$ cat src/rtl/uart_rx_ctrl.sv
// ---------------------------------------------------------------------------
// uart_rx_ctrl
//
// 8N1 UART receiver with a small receive FIFO behind a bus_simple slave
// register window. The serial line is synchronized, deframed by a small
// FSM that samples each bit near its midpoint, and completed bytes are
// queued for the CPU.
//
// Ports
//   clk        system clock
//   rst_n      synchronous active-low reset
//   req_valid  bus request strobe (one cycle per access)
//   req_write  1 = write, 0 = read
//   req_addr   byte address, only [3:0] decoded (0x0 RXDATA, 0x4 STATUS, 0x8 CTRL)
//   req_wdata  write data
//   req_wstrb  byte strobes, writes need req_wstrb[0]
//   rdata      combinational read data, 0 when not reading
//   baud_div   clocks per bit (values below 2 act as 2)
//   uart_rx    asynchronous serial input, idles high
//   rx_irq     registered interrupt: FIFO not empty and CTRL.ie
//
// Register map
//   0x0 RXDATA  RO  {24'h0, head}; a read of a non-empty FIFO pops it
//   0x4 STATUS      [0] rx_avail [1] full [2] frame_err (W1C) [3] overrun (W1C)
//                   [4] rx_busy
//   0x8 CTRL    RW  [0] rx_en (reset 1) [1] ie [2] flush (write-1, reads 0)
//
// FSM states
//   state     | meaning
//   ST_IDLE   | waiting for a 1->0 edge on rx_s (re-armed once rx_s seen high)
//   ST_START  | timing to the start-bit midpoint, rejecting false starts
//   ST_DATA   | sampling 8 data bits LSB first, one per bit period
//   ST_STOP   | sampling the stop bit; push byte or flag a framing error
// ---------------------------------------------------------------------------
module uart_rx_ctrl #(
    parameter int FIFO_DEPTH = 4
) (
    input  logic        clk,
    input  logic        rst_n,
    input  logic        req_valid,
    input  logic        req_write,
    input  logic [31:0] req_addr,
    input  logic [31:0] req_wdata,
    input  logic [3:0]  req_wstrb,
    output logic [31:0] rdata,
    input  logic [15:0] baud_div,
    input  logic        uart_rx,
    output logic        rx_irq
);

    localparam int AW = $clog2(FIFO_DEPTH);

    localparam logic [1:0] ST_IDLE  = 2'd0;
    localparam logic [1:0] ST_START = 2'd1;
    localparam logic [1:0] ST_DATA  = 2'd2;
    localparam logic [1:0] ST_STOP  = 2'd3;

    localparam logic [3:0] OFF_RXDATA = 4'h0;
    localparam logic [3:0] OFF_STATUS = 4'h4;
    localparam logic [3:0] OFF_CTRL   = 4'h8;

    // ------------------------------------------------------------------
    // Input synchronizer (resets to the idle-high line level)
    // ------------------------------------------------------------------
    logic rx_meta;
    logic rx_s;

    always_ff @(posedge clk) begin
        if (!rst_n) begin
            rx_meta <= 1'b1;
            rx_s    <= 1'b1;
        end else begin
            rx_meta <= uart_rx;
            rx_s    <= rx_meta;
        end
    end

    // ------------------------------------------------------------------
    // Bus decode
    // ------------------------------------------------------------------
    logic [3:0] offset;
    logic       bus_rd;
    logic       bus_wr;
    logic       wr_status;
    logic       wr_ctrl;
    logic       flush;

    assign offset    = req_addr[3:0];
    assign bus_rd    = req_valid && !req_write;
    assign bus_wr    = req_valid && req_write && req_wstrb[0];
    assign wr_status = bus_wr && (offset == OFF_STATUS);
    assign wr_ctrl   = bus_wr && (offset == OFF_CTRL);
    assign flush     = wr_ctrl && req_wdata[2];

    logic unused_bus_bits;
    assign unused_bus_bits = ^{req_addr[31:4], req_wdata[31:4], req_wstrb[3:1]};

    // ------------------------------------------------------------------
    // Control register
    // ------------------------------------------------------------------
    logic rx_en;
    logic ie;

    always_ff @(posedge clk) begin
        if (!rst_n) begin
            rx_en <= 1'b1;
            ie    <= 1'b0;
        end else if (wr_ctrl) begin
            rx_en <= req_wdata[0];
            ie    <= req_wdata[1];
        end
    end

    // ------------------------------------------------------------------
    // Effective bit timing: baud_div clamped to at least 2
    // ------------------------------------------------------------------
    logic [15:0] bd_eff;
    logic [15:0] bd_half_m1;
    logic [15:0] bd_m1;

    assign bd_eff     = (baud_div < 16'd2) ? 16'd2 : baud_div;
    assign bd_half_m1 = {1'b0, bd_eff[15:1]} - 16'd1;
    assign bd_m1      = bd_eff - 16'd1;

    // ------------------------------------------------------------------
    // Receive FSM
    // ------------------------------------------------------------------
    logic [1:0]  state;
    logic [15:0] bit_timer;
    logic [2:0]  bit_idx;
    logic [7:0]  shreg;
    logic        armed;
    logic        timer_tc;
    logic        stop_sample;
    logic        push_req;
    logic        frame_set;

    assign timer_tc    = (bit_timer == 16'd0);
    assign stop_sample = rx_en && (state == ST_STOP) && timer_tc;
    assign push_req    = stop_sample && rx_s;
    assign frame_set   = stop_sample && !rx_s;

    always_ff @(posedge clk) begin
        if (!rst_n) begin
            state     <= ST_IDLE;
            bit_timer <= 16'd0;
            bit_idx   <= 3'd0;
            shreg     <= 8'h00;
            armed     <= 1'b0;
        end else if (!rx_en) begin
            // Disabling drops any partial frame; the FIFO is untouched.
            state <= ST_IDLE;
            armed <= 1'b0;
        end else begin
            case (state)
                ST_IDLE: begin
                    if (armed && !rx_s) begin
                        state     <= ST_START;
                        bit_timer <= bd_half_m1;
                        armed     <= 1'b0;
                    end else if (rx_s) begin
                        armed <= 1'b1;
                    end
                end
                ST_START: begin
                    if (timer_tc) begin
                        if (!rx_s) begin
                            state     <= ST_DATA;
                            bit_timer <= bd_m1;
                            bit_idx   <= 3'd0;
                        end else begin
                            state <= ST_IDLE;
                        end
                    end else begin
                        bit_timer <= bit_timer - 16'd1;
                    end
                end
                ST_DATA: begin
                    if (timer_tc) begin
                        shreg[bit_idx] <= rx_s;
                        bit_timer      <= bd_m1;
                        if (bit_idx == 3'd7) begin
                            state <= ST_STOP;
                        end else begin
                            bit_idx <= bit_idx + 3'd1;
                        end
                    end else begin
                        bit_timer <= bit_timer - 16'd1;
                    end
                end
                ST_STOP: begin
                    // armed is already 0, so IDLE waits for the line to
                    // read high before accepting the next start edge.
                    if (timer_tc) begin
                        state <= ST_IDLE;
                    end else begin
                        bit_timer <= bit_timer - 16'd1;
                    end
                end
                default: state <= ST_IDLE;
            endcase
        end
    end

    // ------------------------------------------------------------------
    // Receive FIFO: extra pointer bit distinguishes full from empty
    // ------------------------------------------------------------------
    logic [7:0]  fifo_mem [FIFO_DEPTH];
    logic [AW:0] wr_ptr;
    logic [AW:0] rd_ptr;
    logic        empty;
    logic        full;
    logic        pop;
    logic        do_push;
    logic        overrun_set;

    assign empty = (wr_ptr == rd_ptr);
    assign full  = (wr_ptr[AW] != rd_ptr[AW]) && (wr_ptr[AW-1:0] == rd_ptr[AW-1:0]);

    // A read of an empty FIFO is not a pop, so push+pop while empty is push only.
    assign pop         = bus_rd && (offset == OFF_RXDATA) && !empty;
    // Flush wins over a same-edge push; a simultaneous pop frees a slot when full.
    assign do_push     = push_req && !flush && (!full || pop);
    assign overrun_set = push_req && !flush && full && !pop;

    always_ff @(posedge clk) begin
        if (!rst_n) begin
            wr_ptr <= '0;
            rd_ptr <= '0;
        end else if (flush) begin
            wr_ptr <= '0;
            rd_ptr <= '0;
        end else begin
            if (do_push) begin
                wr_ptr <= wr_ptr + 1'b1;
            end
            if (pop) begin
                rd_ptr <= rd_ptr + 1'b1;
            end
        end
    end

    // Storage needs no reset: it is only visible when the FIFO is non-empty.
    always_ff @(posedge clk) begin
        if (do_push) begin
            fifo_mem[wr_ptr[AW-1:0]] <= shreg;
        end
    end

    // ------------------------------------------------------------------
    // Sticky status flags: a set event beats a same-edge clear
    // ------------------------------------------------------------------
    logic frame_err;
    logic overrun;

    always_ff @(posedge clk) begin
        if (!rst_n) begin
            frame_err <= 1'b0;
            overrun   <= 1'b0;
        end else begin
            frame_err <= (frame_err && !(wr_status && req_wdata[2])) || frame_set;
            overrun   <= (overrun && !(wr_status && req_wdata[3])) || overrun_set;
        end
    end

    // ------------------------------------------------------------------
    // Interrupt
    // ------------------------------------------------------------------
    always_ff @(posedge clk) begin
        if (!rst_n) begin
            rx_irq <= 1'b0;
        end else begin
            rx_irq <= !empty && ie;
        end
    end

    // ------------------------------------------------------------------
    // Read mux
    // ------------------------------------------------------------------
    logic rx_busy;
    assign rx_busy = (state != ST_IDLE);

    always_comb begin
        rdata = 32'h0;
        if (bus_rd) begin
            case (offset)
                OFF_RXDATA: begin
                    if (!empty) begin
                        rdata = {24'h0, fifo_mem[rd_ptr[AW-1:0]]};
                    end
                end
                OFF_STATUS: rdata = {27'h0, rx_busy, overrun, frame_err, full, !empty};
                OFF_CTRL:   rdata = {30'h0, ie, rx_en};
                default:    rdata = 32'h0;
            endcase
        end
    end

endmodule

$ cat config.mk
export PLATFORM = sky130hd
export DESIGN_NAME = uart_rx_ctrl
export DESIGN_NICKNAME = d
export VERILOG_FILES = /design/src/rtl/uart_rx_ctrl.sv
export SDC_FILE = /design/constraint.sdc
export NUM_CORES = 1
export LEC_CHECK = 0
export ABC_AREA = 1
export CAP_MARGIN = 10
export CELL_PAD_IN_SITES_DETAIL_PLACEMENT = 2
export CELL_PAD_IN_SITES_GLOBAL_PLACEMENT = 2
export CORE_MARGIN = 3
export CORE_UTILIZATION = 29
export CTS_CLUSTER_SIZE = 30
export DETAILED_ROUTE_END_ITERATION = 7
export PLACE_DENSITY_LB_ADDON = 0.1
export SYNTH_ARGS = -nofsm -noshare
export SYNTH_HDL_FRONTEND = slang
export SYNTH_SLANG_ARGS = --single-unit
$ cat constraint.sdc
create_clock -name clk -period 3.69 [get_ports clk]
set_input_delay 0.738 -clock clk [delete_from_list [all_inputs] [get_ports clk]]
set_output_delay 0.738 -clock clk [all_outputs]
set_load 0.1 [all_outputs]
==> results of run 1 <==
==> cell usage in the layout (no fill, tap or decap), types with 2 or more instances in the layout <==
cell             count
or2_2                4
o21ai_1             16
a211oi_1             5
inv_6                2
o211ai_1             4
xor2_1              19
buf_12               7
edfxtp_1            32
a21oi_1             54
nand3_1             38
dfxtp_1             45
nand2_2              3
nor2_1             108
xnor2_1              4
conb_1              24
inv_2                5
nor3_1               8
inv_1               79
o22ai_1              4
buf_4               20
clkinvlp_4           3
clkdlybuf4s50_1     30
nor2_4               3
nor2_2               3
nand4_1              7
o21ai_0             50
ha_1                15
nand2_1            120
clkbuf_16            9
==> state kept, by name (all words and copies together) (netlist names), named ones only <==
register / count
shreg: 8
rx_en: 1
bit_idx: 3
state: 1
fifo_mem: 32
rx_meta: 1
ie: 1
wr_ptr: 3
rx_irq: 1
armed: 1
rd_ptr: 3
overrun: 1
rx_s: 1
frame_err: 1
bit_timer: 16
==> worst max path at each step <==
stage	slack [ns]	endpoint	depth (start not counted)
3_5_place_dp	0.08	bit_timer[10]	14
3_3_place_gp	0.17	bit_timer[10]	14
5_1_grt	0.15	rdata[2]	9
2_1_floorplan	0.05	rdata[5]	9
6_report	0.36	rdata[2]	9
4_1_cts	0.32	rdata[2]	9
==> routing by layer <==
| metal | vias to the layer above | track usage |
|---|---|---|
| li1 | 2302 | - |
| met1 | 2221 | 0.202 |
| met2 | 57 | 0.369 |
| met3 | 12 | 0.0226 |
| met4 | 0 | 0.0476 |
| met5 | - | 0 |
==> kinds of logic (layout without fill, tap and decap cells) <==
logic type                 Yosys count  count (layout)  share of synthesized area
and+or+nand+nor                    304             304                      0.269
AOI/OAI and AO/OA                  140             140                      0.152
buffers and inverters              125             157                      0.120
DFF                                 77              77                      0.379
xor gates and xnor gates            23              23                     0.0410
adders and majority gates           15              15                     0.0382
other                                1              24                   0.000762
==> through the flow <==
stage | setup WS (ns) | cell area, um^2
2_1_floorplan | 0.0466 | 5000
3_3_place_gp | 0.175 | 5590
3_5_place_dp | 0.0790 | 5590
4_1_cts | 0.319 | 5890
5_1_grt | 0.154 | 5890
6_report | 0.356 | 5890
==> power groups by stage <==
stage / sequential [W] / clock, W / combinational (W)
CTS: 0.000933 / 0.000920 / 0.000725
global route: 0.000938 / 0.000961 / 0.000788
floorplan: 0.000944 / 0 / 0.000519
detailed placement: 0.000952 / 0 / 0.000715
finish: 0.000934 / 0.000898 / 0.000711
global placement: 0.000950 / 0 / 0.000705
==> cell type report <==
| type | count | area share |
|---|---|---|
| Multi-Input combinational cell | 506 | 0.433 |
| Sequential cell | 77 | 0.316 |
| Timing Repair Buffer | 57 | 0.100 |
| Inverter | 84 | 0.0535 |
| Tap cell | 216 | 0.0459 |
| Clock buffer | 10 | 0.0389 |
| Clock inverter | 6 | 0.0119 |
==> results.md, run 1 <==
* Sequence of cells on the critical path: clkdlybuf4s50_1, nor2_1, inv_1, nor2_1, inv_1, nor2_1, nand2_1, a21oi_1, buf_12
* Sequential Power Share at 0.367
* Final period util at 0.904
* Fin cells at 956
* Routed length on met3 at 356 um
* Pre-antenna DRT Iters at 4
* Full die area at 18,600 um^2
* First-pass GRT wire length at 26,500 um
* Final hold violation count at 0
* Hold Path End: rx_s
* CP Launch Type: input pin
* Crit-path slowest cell: clkdlybuf4s50_1
* Ports at 122
* Fmax at 300 MHz
* Cell Pwr Density at 432 nW/um^2
* RSZ-0062 raised after global routing: no
* Top cells by count, synth: 120 x nand2_1, 108 x nor2_1, 79 x inv_1
* WHS at 0.414 ns
* Slew HR at 0.354
* Syn_area_per_cell at 7.18 um^2
* Post-synth cell types at 45
* CTS Hold Buffers Added at 0
* Root Driver: clkbuf_16
* Postcts setup bufs at 0
* GRT Util Overall at 0.184
* Pins Over Slew Limit at 0
* Final setup fails at 0
* Crit. End Element: output port
* Largest area contributor in the netlist: edfxtp_1
* Asr flop ratio synth at 0
* Initial Util at 0.303
* Register area share after synthesis at 0.379
* Vias in the first global route at 5,078
* EDFF count, synth at 32
* Gr ovfl total at 0
* Final min period at 3.33 ns
* Worst Path Required at 2.95 ns
* Initial antenna violation count at 0
* WP data arrival at 2.60 ns
* Clock power frac at 0.353
* Max Cap Viol at 0
* R2r worst-path depth at 12
* DP Wirelength at 13,000 um
* Switching Fraction at 0.357
* Post-synth top area share at 0.195
* Worst Max-Slew Pin Slew at 0.967 ns
* Post-CTS Resized at 0
* Num Clock Sinks at 77
* Final Util at 0.363
* R2R Setup Slk at 0.99 ns
* Die Ht at 136 um
* Vias per std cell at 4.80
* Worst min path class: reg -> reg
* DRT antenna net count at 0
* Core Box Area at 16,200 um^2
* CP delay by family, top: simple AND/OR/NAND/NOR gates
* Drt drc at 0
* Vias at 4,592
* Worst-skew pair later-pin latency at 0.34 ns
* Reg-to-reg critical path startpoint: bit_timer[0]
* Largest net degree at the start of global routing at 23
* Layout Nets at 839
* Yosys reg bits at 77
* Hold Crit Depth at 1
* Reg area at 1860 um^2
* Routed WL at 16,500 um
* Crit Path Max Fanout at 6
* Switching pwr at 0.000908 W
* Largest cells by area after synthesis: edfxtp_1 20%, dfxtp_1 18%, nand2_1 9.2%, nor2_1 8.2%, inv_1 6.0%
* WS Path Type: in -> out
* Met1 WL at 6830 um
* DR top layer: met4
* Most instantiated library cell after synthesis: nand2_1
* Clk pin slew, worst setup/hold paths at 0.06 ns
* Layout cell share with drive strength beyond 1 at 0.0892
* Comb power frac at 0.280
* Total negative slack at 0 ns
* Routed wire per std cell at 17.3 um
* Inserted Clock Buffers at 9
* IR drop worst, VDD at 0.228 mV
* Synthesis-to-finish area growth at 19.7%
* R2R Path End: fifo_mem[2][5]
* Met2 WL post-DR at 9180 um
* H-tree levels at 3
* Worst path most repeated cell: nor2_1
* DRT iter0 DRCs at 156
* Post-Synthesis Cells at 685
* Syn. warnings at 0
* Status: completed
* PnR Total Power at 0.00254 W
* Synth Flop Type: dfxtp_1
* Multi-input gate area at 2550 um^2
* GPL Wtd Cong at 0.834
* Mapped Area at 4920 um^2
* WP buf/inv at 4
* Port Buf Inserts at 38
* Placed cell count at 940
* Die X at 136 um
* CP Launch Point: req_addr[1]
* Cell Int Power at 0.00163 W
* Clk_skew at 0.00864 ns
* Leak at 2.51 nW
* Fill cells at 1,939
* FP Rows at 46
* Clock Path Buffers at 2
* Ant. Diodes at 0
* CP max stage delay at 0.41 ns
* Hold path startpoint: rx_meta
* CTS tree: yes
Power figures use the tool's default switching activity.
==> inputs of run 2 (changes only) <==
Settings changed: RECOVER_POWER set to 100.
==> run 2 against run 1 <==
Compared with the run above:
- count of clock-buffer cells in the layout unchanged
- wire length increased by 0.18%
- final cell count unchanged
- non-clock buffer count unchanged
- cell area decreased by 2.0%
- worst setup slack got worse by 0.080 ns
- highest routed layer unchanged
- die area unchanged
- clock skew increased by 0.00055 ns
- global-route usage unchanged
- maximum frequency decreased by 2.3%
- hold slack unchanged
- via count increased by 0.61%
==> results.md, run 2 (synthesis gave the netlist of run 1 again) <==
* CTS tree: yes
* Switching Fraction at 0.356 (-0.00138)
* H-tree levels at 3 (unchanged)
* PnR Total Power at 0.00253 W (-0.62%)
* RSZ-0062 raised after global routing: no
* Worst Path Required at 2.95 ns (about the same)
* Root Driver: clkbuf_16
* Drt drc at 0 (unchanged)
* Comb power frac at 0.277 (-0.003)
* Most frequent cells in the layout: 120 x nand2_1, 109 x nor2_1, 79 x inv_1
* DRT iter0 DRCs at 154 (-1.3%)
* Final period util at 0.925 (+0.0216)
* IR drop worst, VDD at 0.227 mV (-0.53%)
* Final hold violation count at 0 (unchanged)
* Worst min path class: reg -> reg
* Ant. Diodes at 0 (unchanged)
* DRT antenna net count at 0 (unchanged)
* Total negative slack at 0 ns (unchanged)
* Core Box Area at 16,200 um^2 (unchanged)
* Clock Path Buffers at 2 (unchanged)
* Fill cells at 1,956 (+0.88%)
* WS Path Type: in -> out
* Num Clock Sinks at 77 (unchanged)
* GRT Util Overall at 0.184 (unchanged)
* R2R Path End: bit_timer[11]
* CTS Hold Buffers Added at 0 (unchanged)
* GPL Wtd Cong at 0.834 (unchanged)
* Reg-to-reg critical path startpoint: bit_timer[0]
* Cell Pwr Density at 438 nW/um^2 (+1.4%)
* Max reg flops at 32 (unchanged)
* Ports at 122 (unchanged)
* Crit Path Max Fanout at 4 (-2)
* Gr ovfl total at 0 (unchanged)
* Initial Util at 0.303 (unchanged)
* Post-CTS Resized at 0 (unchanged)
* Routed wire per std cell at 17.3 um (+0.18%)
* Max Cap Viol at 0 (unchanged)
* Critical path destination: rdata[6]
* Most common cell after layout, fill and taps aside: nand2_1
* Clk pin slew, worst setup/hold paths at 0.06 ns (about the same)
* Pins Over Slew Limit at 0 (unchanged)
* Final setup fails at 0 (unchanged)
* DP Wirelength at 13,000 um (unchanged)
* CP Launch Point: req_addr[1]
* FP Rows at 46 (unchanged)
* Inserted Clock Buffers at 9 (unchanged)
* Clock power frac at 0.354 (about the same)
* Pre-antenna DRT Iters at 4 (unchanged)
* Routed WL at 16,600 um (+0.18%)
* Layout Nets at 839 (unchanged)
* Layout cell share with drive strength beyond 1 at 0.0770 (-0.0122)
* Final Util at 0.356 (-0.00717)
* CP Launch Type: input pin
* Vias at 4,620 (+0.61%)
* Postcts setup bufs at 0 (unchanged)
* Final min period at 3.41 ns (+0.0797 ns)
* Clk_skew at 0.00920 ns (+0.000553 ns)
* Vias in the first global route at 5,078 (unchanged)
* Leak at 2.47 nW (-1.5%)
* Status: completed
* Hold path startpoint: rx_meta
* Worst Max-Slew Pin Slew at 1.08 ns (+0.118 ns)
* Largest net degree at the start of global routing at 23 (unchanged)
* Full die area at 18,600 um^2 (unchanged)
* Die X at 136 um (unchanged)
* Port Buf Inserts at 38 (unchanged)
* Slew HR at 0.272 (-0.0813)
* R2R Setup Slk at 0.46 ns (-0.53 ns)
* R2r worst-path depth at 11 (-1)
* Synthesis-to-finish area growth at 17.3%
* Cell Int Power at 0.00163 W (-0.41%)
* Sequential Power Share at 0.369 (+0.002)
* Initial antenna violation count at 0 (unchanged)
* Crit. End Element: output port
* Die Ht at 136 um (unchanged)
* Fmax at 293 MHz (-2.3%)
* Worst-skew pair later-pin latency at 0.34 ns (about the same)
* Vias per std cell at 4.83 (+0.61%)
* Switching pwr at 0.000899 W (-1.0%)
* First-pass GRT wire length at 26,500 um (unchanged)
* WP data arrival at 2.68 ns (+0.08 ns)
* Reg area at 1860 um^2 (unchanged)
* Multi-input gate area at 2530 um^2 (-0.88%)
[run 2: cell count changes in the layout (fill, tap and decap cells not counted), sizes merged]
cell / before / now
buf: 27 / 17
clkbuf: 10 / 20
clkdlybuf4s50: 30 / 27
dlygate4sd3: 0 / 3
[run 2: power by group through the flow]
| stage | clock [W] | sequential [W] | combinational [W] |
|---|---|---|---|
| floorplan | 0 | 0.000944 | 0.000519 |
| global placement | 0 | 0.000950 | 0.000705 |
| detailed placement | 0 | 0.000952 | 0.000715 |
| CTS | 0.000920 | 0.000933 | 0.000725 |
| global route | 0.000961 | 0.000936 | 0.000774 |
| finish | 0.000894 | 0.000932 | 0.000701 |
[run 2: worst min path at each step]
stage / end / slack, ns / cells past startpoint
after floorplan: rx_s / 0.39 / 1
after global placement: rx_s / 0.39 / 1
after detailed placement: rx_s / 0.41 / 1
after CTS: rx_s / 0.42 / 1
after global routing: rx_s / 0.43 / 1
final: rx_s / 0.41 / 1
[run 2: final cells by class]
class                   count  share of cell area
clock inverters             6              0.0121
repair buffers             57              0.0861
multi-input cells         506               0.438
well taps                 216              0.0468
clock buffers              10              0.0397
flip-flops and latches     77               0.323
inverters                  84              0.0546
[run 2: layer usage]
layer | global-route usage | routed length, um | up-vias
met2 | 0.369 | 9190 | 62
li1 | - | - | 2303
met3 | 0.0226 | 352 | 8
met4 | 0.0476 | 167 | 0
met5 | 0 | 0 | -
met1 | 0.202 | 6850 | 2247
[run 2: stage by stage]
stage               instances  setup WS (ns)  hold slack [ns]  cell area [um^2]
floorplan                 708         0.0466            0.393              5000
global placement          940          0.175            0.395              5590
detailed placement        940         0.0790            0.406              5590
CTS                       956          0.319            0.420              5890
global route              956         0.0872            0.433              5770
finish                    956          0.276            0.414              5770
[run 2: worst max-delay path, stage by stage]
cell and delay (ns):
clkdlybuf4s50_1 0.41, nor2_1 0.17, inv_1 0.06, nor2_1 0.16
inv_1 0.08, nor2_1 0.09, nand2_1 0.08, inv_1 0.13
nand2_2 0.13, a21oi_1 0.15, clkbuf_2 0.47
